<file path="src/rtl/prog_loader_pkg.sv">
// Shared definitions for the program loader: state encoding and the default
// address/data widths used by the processor and its instruction/data RAM.
package prog_loader_pkg;

    localparam int unsigned AW_DEFAULT = 5;
    localparam int unsigned DW_DEFAULT = 16;

    typedef enum logic [1:0] {
        ST_IDLE   = 2'd0,
        ST_LOAD   = 2'd1,
        ST_VERIFY = 2'd2,
        ST_RUN    = 2'd3
    } state_e;

endpackage

</file>
<file path="src/rtl/prog_loader_if.sv">
// Host stream, RAM write/read port and processor control bundled for the loader.
// The slave modport is the loader's view; the master modport is the host/RAM side.
interface prog_loader_if
    import prog_loader_pkg::*;
#(
    parameter int unsigned AW = AW_DEFAULT,
    parameter int unsigned DW = DW_DEFAULT
);
    logic          start;
    logic [AW:0]   length;
    logic [DW-1:0] in_data;
    logic          in_valid;
    logic          in_ready;
    logic [AW-1:0] ram_addr;
    logic [DW-1:0] ram_wdata;
    logic          ram_w;
    logic [DW-1:0] ram_rdata;
    logic          proc_rst;
    logic          busy;
    logic          done;
    logic          error;
    logic [AW:0]   word_count;

    modport slave (
        input  start, length, in_data, in_valid, ram_rdata,
        output in_ready, ram_addr, ram_wdata, ram_w, proc_rst, busy, done, error, word_count
    );

    modport master (
        output start, length, in_data, in_valid, ram_rdata,
        input  in_ready, ram_addr, ram_wdata, ram_w, proc_rst, busy, done, error, word_count
    );
endinterface

</file>
<file path="src/rtl/loader_checksum.sv">
// DW-wide modular accumulator with synchronous clear and add-enable; clear wins.
module loader_checksum
    import prog_loader_pkg::*;
#(
    parameter int unsigned DW = DW_DEFAULT
) (
    input  logic          clk,
    input  logic          rst,
    input  logic          clr,
    input  logic          add_en,
    input  logic [DW-1:0] add_val,
    output logic [DW-1:0] sum
);
    logic [DW-1:0] sum_q, sum_d;

    always_comb begin
        sum_d = sum_q;
        if (clr) begin
            sum_d = '0;
        end else if (add_en) begin
            sum_d = sum_q + add_val;
        end
    end

    always_ff @(posedge clk) begin
        if (rst) begin
            sum_q <= '0;
        end else begin
            sum_q <= sum_d;
        end
    end

    assign sum = sum_q;
endmodule

</file>
<file path="src/rtl/prog_loader.sv">
// Streams a program image into RAM from address 0 while holding the processor in reset.
// Define LOADER_VERIFY_EN to add a readback-checksum VERIFY pass before release.
module prog_loader
    import prog_loader_pkg::*;
#(
    parameter int unsigned AW = AW_DEFAULT,
    parameter int unsigned DW = DW_DEFAULT
) (
    input  logic          clk,
    input  logic          rst,
    prog_loader_if.slave  bus
);
    localparam logic [AW:0] DEPTH = {1'b1, {AW{1'b0}}};

    state_e        state_q, state_d;
    logic [AW:0]   n_q, n_d;
    logic [AW:0]   word_count_q, word_count_d;
    logic          ram_w_q, ram_w_d;
    logic [AW-1:0] ram_addr_q, ram_addr_d;
    logic [DW-1:0] ram_wdata_q, ram_wdata_d;
    logic          error_q, error_d;

    logic [AW:0]   n_clamp;
    logic          in_ready;
    logic          xfer;
    logic          sum_clr;
    logic [DW-1:0] load_sum;

    // Clamping here is what keeps addresses from ever wrapping.
    assign n_clamp = (bus.length > DEPTH) ? DEPTH : bus.length;

    loader_checksum #(.DW(DW)) u_load_sum (
        .clk(clk), .rst(rst), .clr(sum_clr), .add_en(xfer), .add_val(bus.in_data), .sum(load_sum)
    );

`ifdef LOADER_VERIFY_EN
    logic [AW:0]   vcnt_q, vcnt_d;
    logic          rb_clr, rb_add;
    logic [DW-1:0] rb_sum, rb_final;

    loader_checksum #(.DW(DW)) u_rb_sum (
        .clk(clk), .rst(rst), .clr(rb_clr), .add_en(rb_add), .add_val(bus.ram_rdata), .sum(rb_sum)
    );

    // Includes the final sample arriving in the last VERIFY cycle.
    assign rb_final = rb_sum + bus.ram_rdata;
`else
    logic unused_verify;
    assign unused_verify = ^{load_sum, bus.ram_rdata};
`endif

    always_comb begin
        // NOTE: every always_comb output gets a default first, so no path can infer a latch.
        state_d      = state_q;
        n_d          = n_q;
        word_count_d = word_count_q;
        ram_w_d      = 1'b0;
        ram_addr_d   = ram_addr_q;
        ram_wdata_d  = ram_wdata_q;
        error_d      = error_q;
        sum_clr      = 1'b0;
        in_ready     = (state_q == ST_LOAD) && (word_count_q < n_q);
        xfer         = in_ready && bus.in_valid;
`ifdef LOADER_VERIFY_EN
        vcnt_d       = vcnt_q;
        rb_clr       = 1'b0;
        rb_add       = 1'b0;
`endif

        unique case (state_q)
            ST_IDLE, ST_RUN: begin
                if (bus.start) begin
                    n_d          = n_clamp;
                    word_count_d = '0;
                    error_d      = 1'b0;
                    sum_clr      = 1'b1;
                    state_d      = (n_clamp != '0) ? ST_LOAD : ST_RUN;
                end
            end
            ST_LOAD: begin
                if (xfer) begin
                    ram_w_d      = 1'b1;
                    ram_addr_d   = word_count_q[AW-1:0];
                    ram_wdata_d  = bus.in_data;
                    word_count_d = word_count_q + 1'b1;
                end
                // Leave only once the final word's write pulse is on the bus.
                if (ram_w_q && (word_count_q == n_q)) begin
`ifdef LOADER_VERIFY_EN
                    state_d    = ST_VERIFY;
                    ram_addr_d = '0;
                    vcnt_d     = '0;
                    rb_clr     = 1'b1;
`else
                    state_d    = ST_RUN;
`endif
                end
            end
            ST_VERIFY: begin
`ifdef LOADER_VERIFY_EN
                rb_add = (vcnt_q != '0);
                if (vcnt_q == n_q) begin
                    error_d = (rb_final != load_sum);
                    state_d = ST_RUN;
                end else begin
                    vcnt_d = vcnt_q + 1'b1;
                    if ((vcnt_q + 1'b1) < n_q) begin
                        ram_addr_d = ram_addr_q + 1'b1;
                    end
                end
`else
                state_d = ST_IDLE;
`endif
            end
            default: state_d = ST_IDLE;
        endcase
    end

    always_ff @(posedge clk) begin
        // NOTE: sequential state uses non-blocking assignments so all flops update together.
        if (rst) begin
            state_q      <= ST_IDLE;
            n_q          <= '0;
            word_count_q <= '0;
            ram_w_q      <= 1'b0;
            ram_addr_q   <= '0;
            ram_wdata_q  <= '0;
            error_q      <= 1'b0;
        end else begin
            state_q      <= state_d;
            n_q          <= n_d;
            word_count_q <= word_count_d;
            ram_w_q      <= ram_w_d;
            ram_addr_q   <= ram_addr_d;
            ram_wdata_q  <= ram_wdata_d;
            error_q      <= error_d;
        end
    end

`ifdef LOADER_VERIFY_EN
    always_ff @(posedge clk) begin
        if (rst) begin
            vcnt_q <= '0;
        end else begin
            vcnt_q <= vcnt_d;
        end
    end
    assign bus.error = error_q;
`else
    logic unused_error;
    assign unused_error = error_q;
    assign bus.error    = 1'b0;
`endif

    assign bus.in_ready   = in_ready;
    assign bus.ram_w      = ram_w_q;
    assign bus.ram_addr   = ram_addr_q;
    assign bus.ram_wdata  = ram_wdata_q;
    assign bus.word_count = word_count_q;
    assign bus.proc_rst   = (state_q != ST_RUN);
    assign bus.busy       = (state_q == ST_LOAD) || (state_q == ST_VERIFY);
    assign bus.done       = (state_q == ST_RUN);
endmodule

</file>
<file path="src/flat_wrapper.sv">
// flat-port wrapper written by rule: the top's interface ports become plain ports
module prog_loader_flat import prog_loader_pkg::*;
#(
    parameter int unsigned AW = AW_DEFAULT,
    parameter int unsigned DW = DW_DEFAULT
)
  (clk, rst, bus_start, bus_length, bus_in_data, bus_in_valid, bus_ram_rdata, bus_in_ready, bus_ram_addr, bus_ram_wdata, bus_ram_w, bus_proc_rst, bus_busy, bus_done, bus_error, bus_word_count);
  prog_loader_if #(.AW(AW), .DW(DW)) bus_i ();
  input  logic clk;
  input  logic rst;
  input wire logic [$bits(bus_i.start)-1:0] bus_start;
  input wire logic [$bits(bus_i.length)-1:0] bus_length;
  input wire logic [$bits(bus_i.in_data)-1:0] bus_in_data;
  input wire logic [$bits(bus_i.in_valid)-1:0] bus_in_valid;
  input wire logic [$bits(bus_i.ram_rdata)-1:0] bus_ram_rdata;
  output wire logic [$bits(bus_i.in_ready)-1:0] bus_in_ready;
  output wire logic [$bits(bus_i.ram_addr)-1:0] bus_ram_addr;
  output wire logic [$bits(bus_i.ram_wdata)-1:0] bus_ram_wdata;
  output wire logic [$bits(bus_i.ram_w)-1:0] bus_ram_w;
  output wire logic [$bits(bus_i.proc_rst)-1:0] bus_proc_rst;
  output wire logic [$bits(bus_i.busy)-1:0] bus_busy;
  output wire logic [$bits(bus_i.done)-1:0] bus_done;
  output wire logic [$bits(bus_i.error)-1:0] bus_error;
  output wire logic [$bits(bus_i.word_count)-1:0] bus_word_count;
  assign bus_i.start = bus_start;
  assign bus_i.length = bus_length;
  assign bus_i.in_data = bus_in_data;
  assign bus_i.in_valid = bus_in_valid;
  assign bus_i.ram_rdata = bus_ram_rdata;
  assign bus_in_ready = bus_i.in_ready;
  assign bus_ram_addr = bus_i.ram_addr;
  assign bus_ram_wdata = bus_i.ram_wdata;
  assign bus_ram_w = bus_i.ram_w;
  assign bus_proc_rst = bus_i.proc_rst;
  assign bus_busy = bus_i.busy;
  assign bus_done = bus_i.done;
  assign bus_error = bus_i.error;
  assign bus_word_count = bus_i.word_count;
  prog_loader #(.AW(AW), .DW(DW)) u_core (.clk(clk), .rst(rst), .bus(bus_i));
endmodule
</file>
<file path="config.mk">
export PLATFORM = sky130hd
export DESIGN_NAME = prog_loader_flat
export DESIGN_NICKNAME = d
export VERILOG_FILES = /design/src/rtl/prog_loader_pkg.sv /design/src/rtl/prog_loader_if.sv /design/src/rtl/loader_checksum.sv /design/src/rtl/prog_loader.sv /design/src/flat_wrapper.sv
export SDC_FILE = /design/constraint.sdc
export NUM_CORES = 1
export LEC_CHECK = 0
export ABC_AREA = 0
export BUFFER_PORTS_ARGS = -buffer_cell sky130_fd_sc_hd__buf_2
export CAP_MARGIN = 20
export CORE_MARGIN = 4
export CORE_UTILIZATION = 45
export DETAILED_ROUTE_END_ITERATION = 8
export PLACE_DENSITY = 0.75
export SYNTH_ARGS = -nofsm -noshare
export SYNTH_HDL_FRONTEND = slang
export SYNTH_SLANG_ARGS = --single-unit
</file>
<file path="constraint.sdc">
create_clock -name clk -period 3.9 [get_ports clk]
set_input_delay 0 -clock clk [delete_from_list [all_inputs] [get_ports clk]]
set_output_delay 0 -clock clk [all_outputs]
set_load 0.05 [all_outputs]
</file>
==> results of run 1 <==
## worst paths after layout
path                             from                        to  slack, ps  cells after the start
min reg2reg             u_core.n_q[5]             u_core.n_q[5]        460                      2
max reg2reg  u_core.bus.word_count[3]  u_core.bus.word_count[5]       1460                      6
min                         bus_start             u_core.n_q[5]         20                      3
max          u_core.bus.word_count[3]  u_core.bus.word_count[5]       1460                      6
## layer usage
metal / global-route usage / part of all wire
met5: 0 / 0
met4: 0.08607 / 0.012
met3: 0.05234 / 0.086
met2: 0.3158 / 0.47
met1: 0.2551 / 0.43
## flip-flops by register name, summed over array words and instances, names as in the netlist
name / count
u_core.bus.ram_addr: 5
u_core.bus.ram_w: 1
u_core.bus.ram_wdata: 16
u_core.bus.word_count: 6
u_core.n_q: 6
u_core.state_q: 2
## Yosys cell counts, types with 2 or more instances
| cell | n | area, um^2 |
|---|---|---|
| nor2b_1 | 4 | 25.02 |
| nor3b_1 | 5 | 37.54 |
| buf_2 | 10 | 50.05 |
| nand2b_1 | 2 | 12.51 |
| nor2_1 | 9 | 33.78 |
| a21oi_1 | 31 | 155.2 |
| dfxtp_1 | 36 | 720.7 |
| o31ai_1 | 21 | 157.7 |
| inv_1 | 12 | 45.04 |
| nand2_1 | 9 | 33.78 |
| nand4_1 | 25 | 156.4 |
| a31oi_1 | 3 | 18.77 |
| clkbuf_1 | 11 | 41.29 |
| nor4_1 | 5 | 31.28 |
| nand3_1 | 5 | 25.02 |
| ha_1 | 10 | 125.1 |
## cells by family after synthesis
| kind of cell | share of synthesized area |
|---|---|
| AOI/OAI and AO/OA | 0.2539 |
| adders and majority gates | 0.06545 |
| buffers and inverters | 0.07919 |
| DFF | 0.3770 |
| muxes | 0.005236 |
| other | 0.001961 |
| and+or+nand+nor | 0.2173 |
## power by group through the flow
stage / clock (W) / sequential (W) / combinational, W
after floorplan: 0 / 0.000488 / 0.000454
final: 0.000246 / 0.000426 / 0.000677
after detailed placement: 0 / 0.000434 / 0.000652
after CTS: 0.000257 / 0.000426 / 0.000668
after global placement: 0 / 0.000433 / 0.000651
after global routing: 0.000269 / 0.000430 / 0.000730
## worst max-delay path: stages (launching register included)
cell and delay, ps:
dfxtp_1 510, ha_1 310, a21oi_2 160, o2111a_1 500
buf_4 280, a31oi_1 160, a311o_1 400
## through the flow
step | util | cells | worst slack [ps] | area [um^2]
finish | 0.5985 | 339 | 1459 | 2429
global route | 0.5985 | 339 | 1313 | 2429
CTS | 0.5985 | 339 | 1478 | 2429
detailed placement | 0.5399 | 316 | 1494 | 2191
global placement | 0.5399 | 316 | 1522 | 2191
floorplan | - | 227 | 1575 | 1912
## cell type report
cell class / instances / area, um^2
clock inverters: 1 / 5.005
fillers: 365 / 1629
inverters: 14 / 52.55
well taps: 50 / 62.56
flip-flops and latches: 36 / 720.7
clock buffers: 6 / 72.57
multi-input cells: 155 / 1040
repair buffers: 77 / 475.5
==> run_results.csv, run 1 <==
group,metric,value,unit
finish,final_common_cell,"buf_2",
power_and_ir_drop,netSwitchingFraction,0.4825,
critical_path,setup.worst_path.class,"register to register",
logic_synthesis,syn-mean-instance-area,8.422,um^2
finish,drive_gt1_frac,0.2526,
clock_network,numCtsBuffers,5,
critical_path,cp.arrival,2610,ps
logic_synthesis,yosysWarnings,0,
power_and_ir_drop,p_total,0.001348,W
finish,syn_to_final_growth,27.03,%
logic_synthesis,syn-instance-count,227,
sta,slew_headroom,0.5130,
sta,tns,0,ps
clock_network,cts_sinks,36,
sta,hold-worst-slack,23.87,ps
sta,hold_viol_final,0,
power_and_ir_drop,combPwrFrac,0.502,
finish,fin_nets,341,
logic_synthesis,synth-edff-count,0,
logic_synthesis,ys_types,45,
drt,wl_per_cell,15.37,um
clock_network,cts_setup_buffers,0,
critical_path,crit_fanout,13,
clock_network,holdBufCountCts,16,
logic_synthesis,synth_seq_cells,36,
logic_synthesis,async_reset_ff_frac,0,
drt,drt_iter0_markers,140,
grt,grt_max_degree,38,
floorplanning,boundaryPins,75,
grt,grt_pass1_wl,8349,um
floorplanning,rows,23,
floorplanning,die_area,5355,um^2
placed_design,portBuffers,57,
drt,via_per_inst,5.882,
power_and_ir_drop,leakage,0.9936,nW
sta,worstMarginPinSlew,729.7,ps
sta,fmax,0.4096,GHz
run_status,status,"finished clean",
sta,fin_crit_sh,0.6260,
floorplanning,start_util,0.4712,
job,cap_violations,0,
clock_network,cts_buffer_depth,2,
drt,finalWirelength,5209,um
sta,min_period,2441,ps
placed_design,gp_congestion,0.8666,
sta,rsz0062_at_grt,"false",
grt,first_global_vias,1808,
logic_synthesis,synthFlopType,"dfxtp_1",
power_and_ir_drop,pwr-share-clk,0.183,
logic_synthesis,synthesis.nets,279,
sta,setup_violations,0,
clock_network,clk_pin_slew,70,ps
sta,fin_skew,2.171,ps
power_and_ir_drop,power_density,555.2,nW/um^2
floorplanning,die_h,73.18,um
placed_design,place_hpwl,3367,um
clock_network,cts_resized,0,
finish,final_cell_mix,"buf_2, dfxtp_1, a21oi_1",
sta,finalMaxSlewViolations,0,
floorplanning,coreArea,4058,um^2
min_path,min_path_type,"primary input to register",
logic_synthesis,ys_seq_area_frac,0.3770,
power_and_ir_drop,ir_drop,0.3141,mV
critical_path,critPathCaptureType,"register",
clock_network,clk_latency,280,ps
floorplanning,dieWidth,73.18,um
grt,track_usage,0.1997,
clock_network,htree_num_levels,2,
critical_path,startpoint_type,"register",
critical_path,required,4070,ps
clock_network,cts_root_buf,"clkbuf_8",
power_and_ir_drop,p_int,0.0006978,W
drt,dr.pass1.iters,4,
drt,via_count,1994,
power_and_ir_drop,sequentialPowerShare,0.316,
drt,drc_errors,0,
clock_network,cts_tree,"yes",
grt,grt_overflow,0,
logic_synthesis,netlist_area,1912,um^2
finish,diodes,0,
grt,antenna_found_initial,0,
drt,antenna_left,0,
power_and_ir_drop,switchingPower,0.0006506,W
No activity file was read; power rests on OpenSTA's default activity.
==> run 2: changes to the inputs <==
Settings changed: ABC_AREA 0 to 1, PLACE_DENSITY 0.75 to 0.76.
Clock period 3.9 ns to 2.4 ns, I/O delays scaled along.
==> run 2 against run 1 <==
  * Synthesized cell count increased by 0.88%
  * Wire length shrank 24%
  * Worst setup slack got worse by 970 ps
  * First-iteration DRC count is 71% lower
  * Cell count up 4.1%
  * Global-route usage fell by 3.6 points
  * Final area shrank 5.6%
  * Via count shrank 19%
  * Clock skew rose by 1.7 ps
  * Sequential share of layout area rose by 1.8 points
  * Register-to-register slack got worse by 970 ps
  * Core utilization grew 2.8 points
  * Critical path type unchanged
==> run_results.csv, run 2 <==
group,metric,value,unit
critical_path,required,2560,ps
drt,via_count,1620,
sta,rsz0062_at_grt,"false",
clock_network,htree_num_levels,2,
finish,regArea,720.7,um^2
finish,final_common_cell,"buf_2",
critical_path,cpMostUsedCell,"nand2_1",
finish,fin_nets,356,
grt,track_usage,0.1633,
logic_synthesis,synth.most_common_cell,"inv_1",
logic_synthesis,synth_top_area_share,0.4201,
critical_path,crit_fanout,32,
logic_synthesis,synth-edff-count,0,
logic_synthesis,netlist_top_cells_area,"dfxtp_1, a21oi_1, inv_1",
grt,grt_pass1_wl,6458,um
power_and_ir_drop,leakage,1.079,nW
clock_network,cts_buffer_depth,2,
clock_network,numCtsBuffers,5,
floorplanning,start_util,0.4686,
logic_synthesis,netlist_area,1715,um^2
logic_synthesis,syn-mean-instance-area,7.491,um^2
clock_network,clk_latency,280,ps
drt,via_per_inst,4.589,
logic_synthesis,synth_commonest_cells,"inv_1, nand2_1, dfxtp_1, a21oi_1, o21ai_1",
logic_synthesis,synthesis.nets,281,
finish,drive_gt1_frac,0.2361,
logic_synthesis,ys_types,24,
critical_path,cp_slowest_stage_delay,460,ps
power_and_ir_drop,ir_drop,0.8963,mV
placed_design,portBuffers,57,
min_path,min_path_type,"primary input to register",
critical_path,startpoint_type,"register",
sta,tns,0,ps
critical_path,crit_family,"simple AND/OR/NAND/NOR gates",
sta,min_period,1907,ps
critical_path,crit_slowest_cell,"dfxtp_1",
sta,setup_violations,0,
clock_network,cts_sinks,36,
critical_path,critPathCaptureType,"register",
clock_network,cts_root_buf,"clkbuf_8",
min_path,min_to,"u_core.bus.ram_wdata[9]",
finish,diodes,0,
job,cap_violations,0,
clock_network,clk_pin_slew,70,ps
placed_design,place_hpwl,2648,um
sta,fin_crit_sh,0.7947,
power_and_ir_drop,power_density,1180,nW/um^2
grt,grt_overflow,0,
grt,first_global_vias,1425,
drt,drc_errors,0,
clock_network,cts_resized,0,
critical_path,setup.worst_path.class,"register to register",
finish,final_cell_mix,"buf_2, inv_1, nand2_1",
min_path,hold_depth,3,
grt,antenna_found_initial,0,
sta,hold_viol_final,0,
floorplanning,die_h,69.74,um
clock_network,holdBufCountCts,18,
logic_synthesis,synthFlopType,"dfxtp_1",
finish,multiInputGateArea,765.7,um^2
clock_network,cts_setup_buffers,0,
sta,hold-worst-slack,2.270,ps
logic_synthesis,ys_seq_area_frac,0.4201,
logic_synthesis,synth_seq_cells,36,
critical_path,reg2reg_slack,490,ps
sta,slew_headroom,0.5149,
critical_path,r2r-start,"u_core.bus.word_count[4]",
grt,grt_max_degree,33,
critical_path,path_buf_inv,1,
critical_path,path_cells,"ha_1, nand2_1, nor2_1, nand2_1, nand4_4, buf_4, o21ai_0, a21oi_1",
floorplanning,dieWidth,69.74,um
drt,finalWirelength,3945,um
floorplanning,coreArea,3661,um^2
logic_synthesis,async_reset_ff_frac,0,
logic_synthesis,yosysWarnings,0,
finish,largest_register_ffs,16,
critical_path,rr_worst_depth,8,
floorplanning,boundaryPins,75,
floorplanning,die_area,4864,um^2
drt,drt_iter0_markers,40,
clock_network,cts_tree,"yes",
sta,fin_skew,3.865,ps
finish,syn_to_final_growth,33.63,%
placed_design,gp_congestion,0.8097,
critical_path,cp.arrival,2070,ps
logic_synthesis,syn-instance-count,229,
sta,worstMarginPinSlew,726.8,ps
critical_path,regToRegEndpoint,"u_core.bus.ram_wdata[6]",
sta,fmax,0.5243,GHz
logic_synthesis,synth_area_leader_cell,"dfxtp_1",
drt,wl_per_cell,11.18,um
finish,nFillCells,335,
floorplanning,rows,22,
drt,dr.pass1.iters,4,
drt,antenna_left,0,
sta,finalMaxSlewViolations,0,
run_status,status,"finished clean",
min_path,min_from,"bus_in_data[9]",
run 2: changes by cell type in the layout (fill, tap and decap cells not counted), moves of 3 or more:
cell,previous run,this run
a21oi_1,31,35
a31oi_1,3,0
inv_1,12,42
nand2_1,9,39
nand3_1,5,11
nand4_1,25,1
nor2b_1,4,0
nor3b_1,5,1
nor4_1,5,0
o21ai_0,1,4
o21ai_1,1,18
o31ai_1,21,0
run 2: how the worst max path moves through the flow:
stage	cells past startpoint	start	endpoint
floorplan	9	u_core.bus.word_count[4]	u_core.bus.word_count[4]
global placement	8	u_core.bus.word_count[4]	u_core.bus.ram_wdata[4]
detailed placement	8	u_core.bus.word_count[4]	u_core.bus.ram_wdata[6]
CTS	8	u_core.bus.word_count[4]	u_core.bus.ram_wdata[6]
global route	8	u_core.bus.word_count[4]	u_core.bus.ram_wdata[4]
finish	8	u_core.bus.word_count[4]	u_core.bus.ram_wdata[6]
run 2: power by group:
group	internal (W)	total, W	switching (W)
Combinational	0.000378	0.00138	0.000997
Clock	0.000308	0.000517	0.000209
Sequential	0.000735	0.000812	0.0000772
run 2: through the flow:
step / setup WS, ps / cells / power (W) / instance area [um^2] / utilization
2_1_floorplan: 512.6 / 229 / 0.001944 / 1715 / -
3_3_place_gp: 542.2 / 327 / 0.002162 / 2004 / 0.5475
3_5_place_dp: 495.4 / 327 / 0.002183 / 2004 / 0.5475
4_1_cts: 480.0 / 353 / 0.002726 / 2292 / 0.6261
5_1_grt: 322.9 / 353 / 0.002890 / 2292 / 0.6261
6_report: 492.8 / 353 / 0.002705 / 2292 / 0.6261
run 2: logic make-up after synthesis:
| family | after synthesis | synth area share |
|---|---|---|
| other cells | 1 | 0.002186 |
| buf+inv | 51 | 0.1335 |
| fa+ha+maj | 10 | 0.07294 |
| compound gates | 58 | 0.1707 |
| simple gates | 72 | 0.1955 |
| xor+xnor | 1 | 0.005107 |
| flops | 36 | 0.4201 |
run 2: layout make-up:
cell class / instances / area share
clock buffers: 6 / 0.03166
clock inverters: 2 / 0.01528
flip-flops and latches: 36 / 0.3144
well taps: 48 / 0.02620
repair buffers: 77 / 0.2096
inverters: 42 / 0.06878
multi-input cells: 142 / 0.3341
run 2: tightest hold or removal path, cell delays in order:
cell and delay, ps:
buf_2 80, o21ai_1 60, a21oi_1 110
run 2: per-layer routing:
layer	part of all wire	vias to the layer above	global-route usage
met1	0.44	692	0.1945
met2	0.48	44	0.2775
met4	0.0048	0	0.03191
met5	0	-	0
met3	0.077	4	0.06667
li1	-	880	-
==> run 3: changes to the inputs <==
Clock period 2.4 ns to 1.9 ns, I/O delays scaled along.
==> run 3 against run 2 <==
  * Global-route usage grew 0.75 points
  * Total power rose by 28%
  * Sequential share of layout area fell by 0.70 points
  * Combinational power up 29%
  * First-iteration DRC count grew 65%
  * Non-clock buffer count is 5 higher
  * Clock power increased by 26%
  * Largest power group unchanged
  * Count of clock-buffer cells in the layout unchanged
  * Critical path type is now register to primary output
  * Highest routed layer unchanged
  * Cell count is 1.4% higher
  * Sequential power increased by 26%
  * Via count up 1.1%
  * Worst hold slack gained 7.8 ps
==> run_results.csv, run 3 (synthesis gave the netlist of run 2 again) <==
group,metric,value,unit
run_status,status,"finished clean",
sta,hold_viol_final,0,
grt,grt_max_degree,33,
finish,stdcell_count,358,
power_and_ir_drop,p_int,0.001820,W
min_path,min_path_type,"primary input to register",
sta,fin_skew,2.792,ps
drt,drt_iter0_markers,66,
power_and_ir_drop,power_density,1474,nW/um^2
critical_path,critPathCaptureType,"primary output",
floorplanning,die_h,69.74,um
sta,rsz0062_at_grt,"false",
drt,wl_per_cell,11.15,um
clock_network,clk_latency,280,ps
sta,fin_crit_sh,0.8891,
floorplanning,start_util,0.4686,
sta,tns,0,ps
power_and_ir_drop,leakage,1.111,nW
floorplanning,coreArea,3661,um^2
floorplanning,rows,22,
drt,antenna_left,0,
drt,drc_errors,0,
placed_design,gp_congestion,0.8042,
clock_network,cts_buffer_depth,2,
drt,finalWirelength,3990,um
critical_path,startpoint_type,"register",
grt,first_global_vias,1475,
finish,diodes,0,
finish,final_common_cell,"buf_2",
power_and_ir_drop,netSwitchingFraction,0.4734,
critical_path,setup.worst_path.class,"register to primary output",
sta,fmax,0.5919,GHz
finish,nFillCells,314,
finish,final_cell_mix,"buf_2, inv_1, nand2_1",
floorplanning,dieWidth,69.74,um
placed_design,portBuffers,57,
clock_network,cts_sinks,36,
critical_path,crit_fanout,5,
grt,grt_overflow,0,
clock_network,htree_num_levels,2,
critical_path,required,1900,ps
clock_network,cts_resized,0,
grt,antenna_found_initial,0,
job,cap_violations,0,
grt,track_usage,0.1707,
finish,syn_to_final_growth,36.69,%
finish,drive_gt1_frac,0.2452,
sta,worstMarginPinSlew,718.0,ps
clock_network,clk_pin_slew,70,ps
finish,multiInputGateArea,765.7,um^2
drt,via_per_inst,4.575,
placed_design,numPlacedInstances,331,
drt,via_count,1638,
floorplanning,boundaryPins,75,
clock_network,cts_tree,"yes",
power_and_ir_drop,switchingPower,0.001636,W
sta,finalMaxSlewViolations,0,
placed_design,place_hpwl,2698,um
sta,slew_headroom,0.5208,
floorplanning,die_area,4864,um^2
power_and_ir_drop,sequentialPowerShare,0.296,
finish,largest_register_ffs,16,
finish,fin_nets,361,
power_and_ir_drop,pwr-share-clk,0.189,
sta,setup_violations,0,
clock_network,cts_root_buf,"clkbuf_8",
sta,min_period,1689,ps
power_and_ir_drop,combPwrFrac,0.516,
grt,grt_pass1_wl,6851,um
power_and_ir_drop,ir_drop,1.011,mV
finish,regArea,720.7,um^2
clock_network,numCtsBuffers,5,
finish,fin_util,0.6405,
drt,dr.pass1.iters,4,
critical_path,cp.arrival,1690,ps
[run 3: what timing repair did]
| item | in CTS | in global routing |
|---|---|---|
| endpoints found under the hold margin | 19 | 0 |
| setup buffers | 0 | 0 |
| hold buffers | 19 | 0 |
[run 3: path summary, 6_finish.rpt]
| check | start | to | slack [ps] | depth (start not counted) |
|---|---|---|---|---|
| worst max register to register | u_core.bus.word_count[5] | u_core.bus.ram_wdata[6] | 250 | 8 |
| worst max-delay path | u_core.bus.word_count[5] | bus_in_ready | 210 | 6 |
| worst min-delay path | bus_in_data[5] | u_core.bus.ram_wdata[5] | 10 | 3 |
| worst min register to register | u_core.bus.ram_addr[3] | u_core.bus.ram_addr[3] | 440 | 2 |
[run 3: layer usage]
metal | global-route usage | wire [um] | up-vias
met4 | 0.05106 | 42 | 0
met2 | 0.2850 | 1947 | 43
met5 | 0 | 0 | -
met1 | 0.2112 | 1734 | 701
li1 | - | - | 889
met3 | 0.05217 | 265 | 5
[run 3: through the flow]
stage / area (um^2) / worst slack (ps) / power (W) / hold WS (ps)
2_1_floorplan: 1715 / 12.55 / 0.002456 / 142.8
3_3_place_gp: 2047 / 285.5 / 0.002760 / 264.3
3_5_place_dp: 2047 / 260.7 / 0.002787 / 270.2
4_1_cts: 2345 / 204.2 / 0.003475 / 7.474
5_1_grt: 2345 / 37.38 / 0.003682 / 33.60
6_report: 2345 / 210.6 / 0.003456 / 10.04
[run 3: power groups by stage]
stage | Sequential [W] | Combinational [W] | Clock [W]
3_3_place_gp | 0.00103 | 0.00173 | 0
5_1_grt | 0.00105 | 0.00194 | 0.000701
3_5_place_dp | 0.00104 | 0.00175 | 0
6_report | 0.00102 | 0.00178 | 0.000652
4_1_cts | 0.00102 | 0.00178 | 0.000669
2_1_floorplan | 0.00149 | 0.000970 | 0
[run 3: critical path, cell delays in order (launching register included)]
cell     delay (ps)
dfxtp_1         350
ha_1            320
nand2_1          80
nor2_1          150
nand2_1         120
and3_2          180
buf_2           210
[run 3: final cells by class]
class,count,area share
multi-input cells,142,0.3266
clock inverters,2,0.01494
inverters,42,0.06724
clock buffers,6,0.03095
repair buffers,82,0.2273
flip-flops and latches,36,0.3074
well taps,48,0.02561
